--- src/rtl/regfile_port_arbiter.sv ---
// rtl/regfile_port_arbiter.sv - round-robin write-port arbiter with dst-read starvation guard and src forwarding
module regfile_port_arbiter #(
  parameter int NUM_REQ      = 2,
  parameter int DATA_W       = 64,
  parameter int ADDR_W       = 4,
  parameter int STARVE_LIMIT = 4
) (
  input  logic                      clk,
  input  logic                      rst,
  input  logic [NUM_REQ-1:0]        req_valid,
  input  logic [NUM_REQ*ADDR_W-1:0] req_addr,
  input  logic [NUM_REQ*DATA_W-1:0] req_data,
  output logic [NUM_REQ-1:0]        req_ready,
  input  logic                      rd_dst_valid,
  input  logic [ADDR_W-1:0]         rd_dst_addr,
  output logic                      rd_dst_ready,
  output logic [DATA_W-1:0]         rd_dst_data,
  input  logic [ADDR_W-1:0]         rd_src_addr,
  output logic [DATA_W-1:0]         rd_src_data,
  output logic                      rf_writeEnable,
  output logic [ADDR_W-1:0]         rf_dst,
  output logic [ADDR_W-1:0]         rf_src,
  output logic [DATA_W-1:0]         rf_dstWrite,
  input  logic [DATA_W-1:0]         rf_dstRead,
  input  logic [DATA_W-1:0]         rf_srcRead
);
  localparam int RR_W = (NUM_REQ > 1) ? $clog2(NUM_REQ) : 1;
  localparam int SC_W = $clog2(STARVE_LIMIT + 1);
  localparam logic [NUM_REQ-1:0] ONE_HOT0 = NUM_REQ'(1);

  logic              wr_en;
  logic [ADDR_W-1:0] wr_addr;
  logic [DATA_W-1:0] wr_data;
  logic [RR_W-1:0]   rr;
  logic [SC_W-1:0]   starve_cnt;

  logic [RR_W-1:0]   cand;
  logic [RR_W-1:0]   win_idx;
  logic              found;
  logic              blocked;
  logic              grant_any;

  // Scan requesters starting at the round-robin pointer; first valid one wins.
  always_comb begin
    found   = 1'b0;
    win_idx = '0;
    cand    = '0;
    for (int k = 0; k < NUM_REQ; k++) begin
      cand = RR_W'((int'(rr) + k) % NUM_REQ);
      if (!found && req_valid[cand]) begin
        found   = 1'b1;
        win_idx = cand;
      end
    end
  end

  assign blocked   = (starve_cnt >= SC_W'(STARVE_LIMIT));
  assign grant_any = found & ~blocked & ~rst;
  assign req_ready = grant_any ? (ONE_HOT0 << win_idx) : '0;

  // The dst port is lent to the reader only in cycles without a pending write.
  assign rd_dst_ready   = rd_dst_valid & ~wr_en;
  assign rd_dst_data    = rf_dstRead;
  assign rf_writeEnable = wr_en;
  assign rf_dst         = wr_en ? wr_addr : rd_dst_addr;
  assign rf_dstWrite    = wr_data;
  assign rf_src         = rd_src_addr;
  assign rd_src_data    = (wr_en && (rd_src_addr == wr_addr)) ? wr_data : rf_srcRead;

  always_ff @(posedge clk) begin
    if (rst) begin
      wr_en      <= 1'b0;
      wr_addr    <= '0;
      wr_data    <= '0;
      rr         <= '0;
      starve_cnt <= '0;
    end else begin
      wr_en <= grant_any;
      if (grant_any) begin
        wr_addr <= req_addr[win_idx*ADDR_W +: ADDR_W];
        wr_data <= req_data[win_idx*DATA_W +: DATA_W];
        rr      <= (win_idx == RR_W'(NUM_REQ - 1)) ? '0 : win_idx + 1'b1;
      end
      if (rd_dst_valid && !rd_dst_ready) begin
        starve_cnt <= blocked ? starve_cnt : starve_cnt + 1'b1;
      end else begin
        starve_cnt <= '0;
      end
    end
  end

endmodule

--- config.mk ---
export PLATFORM = sky130hd
export DESIGN_NAME = regfile_port_arbiter
export DESIGN_NICKNAME = d
export VERILOG_FILES = /design/src/rtl/regfile_port_arbiter.sv
export SDC_FILE = /design/constraint.sdc
export NUM_CORES = 1
export LEC_CHECK = 0
export BUFFER_PORTS_ARGS = -buffer_cell sky130_fd_sc_hd__buf_4
export CORE_AREA = 2 2 188 190
export CTS_CLUSTER_DIAMETER = 100
export DETAILED_ROUTE_END_ITERATION = 16
export DIE_AREA = 0 0 190 192
export GPL_TIMING_DRIVEN = 0
export REMOVE_ABC_BUFFERS = 1
export SYNTH_ARGS = -nofsm -noshare
export SYNTH_HDL_FRONTEND = slang
export SYNTH_SLANG_ARGS = --single-unit
--- constraint.sdc ---
create_clock -name clk -period 2.5 [get_ports clk]
set_input_delay 0.5 -clock clk [delete_from_list [all_inputs] [get_ports clk]]
set_output_delay 0.5 -clock clk [all_outputs]
set_load 0.02 [all_outputs]
==> flow_summary.json <==
{
  "result_of_the_run": "finished with violations",
  "violated_checks": "setup timing",
  "final_cells": 1160,
  "h-tree-depth": 3,
  "final_max_slew_viol_count": 0,
  "totalWireLength_um": 25700,
  "tritoncts": "built",
  "setup_repair_after_global_routing_missed_its_margin": "yes",
  "yosys_warnings": 0,
  "drt-pass1-iter-count": 7,
  "critical_path.endpoint_type": "output pin",
  "crit_path_arrival_time_ns": 2.20,
  "final.min_clock_period_ns": 2.70,
  "initial_utilization_pct": 12.3,
  "finalWorstSetupSlack_ns": -0.195,
  "report.final.hold_viol_count": 0,
  "synth_cells": 410,
  "worst_slew_margin_rel_pct": 41.5,
  "design.final.nets": 977,
  "hpwlAfterDp_um": 19400,
  "number_of_placed_cells_counting_well_taps": 1121,
  "root_buffer": "sky130_fd_sc_hd__clkbuf_16",
  "flip_flop_cell_with_the_highest_count_after_synthesis": "sky130_fd_sc_hd__dfxtp_1",
  "cts_inserted_buffers": 9,
  "min_path_type": "input port to flip-flop",
  "post-route-drc-count": 0,
  "post-route-period-util_pct": 108,
  "cellPowerDensity_mw_per_mm2": 479,
  "final_layout_size_suffix_gt1_share_pct": 67.6,
  "fp.dieArea_mm2": 0.0365,
  "via_count_of_the_first_global_routing_pass": 4519,
  "timing.final.setup_violations": 61,
  "setup-tns-final_ns": -8.02,
  "yosys.cell_types.count": 24,
  "placement.io_buffers": 352,
  "register_area_mm2": 0.00147,
  "timing.clock.skew_ns": 0.00593,
  "max_clock_freq_mhz": 371,
  "clk_path_buf_depth": 2,
  "worstMarginPinSlew_ns": 0.877,
  "total_leakage_power_nw": 3.59,
  "postPlaceCellArea_mm2": 0.00687,
  "grtUsageTotal_pct": 13.2,
  "vias": 4764,
  "areaGrowthSynthToFinish_pct": 84.4,
  "chipHeight_um": 192,
  "share_of_the_yosys_chip_area_belonging_to_registers_pct": 34.6,
  "drt_iter0_markers": 478,
  "layout.cell_area.non_filler_mm2": 0.00780,
  "final.fill_count": 3711,
  "cts.sinks": 73,
  "cts_hold_buffers": 0,
  "finalHoldWorstSlack_ns": 0.405,
  "detail_route.wl_per_cell_um": 22.1,
  "maxCapViolCount": 0,
  "ys_ff_latch": 73,
  "cell_area_after_technology_mapping_mm2": 0.00423,
  "worst_path_max_fanout": 6,
  "multi_input_comb_area_mm2": 0.00218,
  "grt_overflow": 0,
  "route.detailed.vias_per_inst": 4.11,
  "antenna_violations_before_repair": 2,
  "number_of_synthesized_flops_with_an_enable_pin": 0,
  "largest_net_degree_at_the_start_of_global_routing": 72,
  "vdd.ir_drop.worst_mv": 0.303,
  "crit_path_launch_type": "flip-flop",
  "design.core.area_mm2": 0.0343,
  "insertion_delay_ns": 0.35,
  "synthArstFlopShare_pct": 0,
  "clk_pin_slew_worst_paths_ns": 0.07,
  "boundaryPins": 481,
  "grt_first_pass_wirelength_um": 33400,
  "detail-route-antenna-nets": 0,
  "syn_area_per_cell_um2": 10.3,
  "floorplan.rows": 68,
  "worstPathRequired_ns": 2.00,
  "postLayoutCoreUtil_pct": 22.7,
  "gp_weighted_congestion": 0.746,
  "width_of_the_die_um": 190,
  "criticalPathCategory": "flip-flop to output pin"
}
## per-layer routing
layer / routed length (µm) / global-route usage, % / up-vias
li1: - / - / 2067
met2: 10700 / 18.1 / 380
met3: 3980 / 9.50 / 13
met1: 10500 / 16.0 / 2302
met4: 294 / 3.46 / 2
met5: 149 / 3.16 / -
## what timing repair did
action	in CTS	in global routing
gates resized for setup	105	16
cloned	4	0
buffers inserted	14	4
setup endpoints to repair	66	64
pin swaps	4	2
## cell usage after synthesis (all sizes together), types with 2 or more instances
library cell / count / share of area [%]
xor2: 4 / 0.83
ha: 2 / 0.59
buf: 77 / 14
clkbuf: 28 / 2.5
nor2: 74 / 6.6
and3: 2 / 0.30
a222oi: 68 / 16
inv: 3 / 0.27
mux2: 68 / 22
dfxtp: 73 / 35
nand2: 2 / 0.18
## logic make-up after synthesis
group,count (synthesis),synth area share [%]
buf+inv,109,17.5
simple gates,82,8.02
flops,73,34.6
compound gates,70,16.3
mux,69,21.9
xor+xnor,5,1.04
fa+ha+maj,2,0.592
## where the power goes
group          leakage, nW  internal, mW  switching, mW
Clock                0.135         0.696          0.547
Sequential           0.600          1.24         0.0809
Combinational         2.85         0.647          0.529
Total                 3.59          2.58           1.16
## state kept, by name, summed over array words and instances, names as in the netlist
register,flops
rf_dstWrite,64
wr_addr,4
rr,1
rf_writeEnable,1
starve_cnt,3
## stage by stage
stage	power, mW	setup WS (ns)
2_1_floorplan	1.77	-2.12
3_3_place_gp	2.38	-3.79
3_5_place_dp	2.40	-0.711
4_1_cts	3.80	-0.320
5_1_grt	3.94	-0.281
6_report	3.74	-0.195
## final timing paths
check             slack, ns  cells after the start     startpoint         endpoint
setup reg to reg       0.87                      5  starve_cnt[2]  rf_dstWrite[62]
hold reg to reg        0.53                      2             rr               rr
setup / recovery      -0.20                      8     wr_addr[1]  rd_src_data[46]
hold / removal         0.41                      3   req_data[75]  rf_dstWrite[11]
## cells in the final DEF, fill, tap and decap left out, types with 2 or more instances in the layout
cell type                   count
sky130_fd_sc_hd__and3_4         2
sky130_fd_sc_hd__nand2_1        2
sky130_fd_sc_hd__buf_4        302
sky130_fd_sc_hd__nor2_1        73
sky130_fd_sc_hd__mux2_4        64
sky130_fd_sc_hd__clkinv_2       3
sky130_fd_sc_hd__buf_8          4
sky130_fd_sc_hd__ha_1           2
sky130_fd_sc_hd__dfxtp_1       70
sky130_fd_sc_hd__buf_6         63
sky130_fd_sc_hd__buf_12        10
sky130_fd_sc_hd__xor2_1         3
sky130_fd_sc_hd__buf_16         2
sky130_fd_sc_hd__clkbuf_16      9
sky130_fd_sc_hd__inv_1          3
sky130_fd_sc_hd__dfxtp_2        2
sky130_fd_sc_hd__a222oi_1      68
sky130_fd_sc_hd__and3_2         2
sky130_fd_sc_hd__mux2_2         4
sky130_fd_sc_hd__diode_2        2
## critical path: stages, from the launching register on
cell and delay (ns):
sky130_fd_sc_hd__dfxtp_4 0.37, sky130_fd_sc_hd__xor2_4 0.16, sky130_fd_sc_hd__nor4_4 0.28, sky130_fd_sc_hd__buf_6 0.16, sky130_fd_sc_hd__buf_12 0.11, sky130_fd_sc_hd__buf_12 0.13, sky130_fd_sc_hd__buf_12 0.14, sky130_fd_sc_hd__mux2_4 0.33
sky130_fd_sc_hd__buf_6 0.14
## cell type report
type                       instances  share of cell area [%]
multi-input combinational        230                    27.9
inverter                           3                   0.144
clock inverter                     5                   0.401
antenna                            2                  0.0642
sequential                        73                    18.8
clock buffer                      11                    3.11
tap                              455                    7.30
timing repair buffer             381                    42.2
No activity file was read; power rests on OpenSTA's default activity.
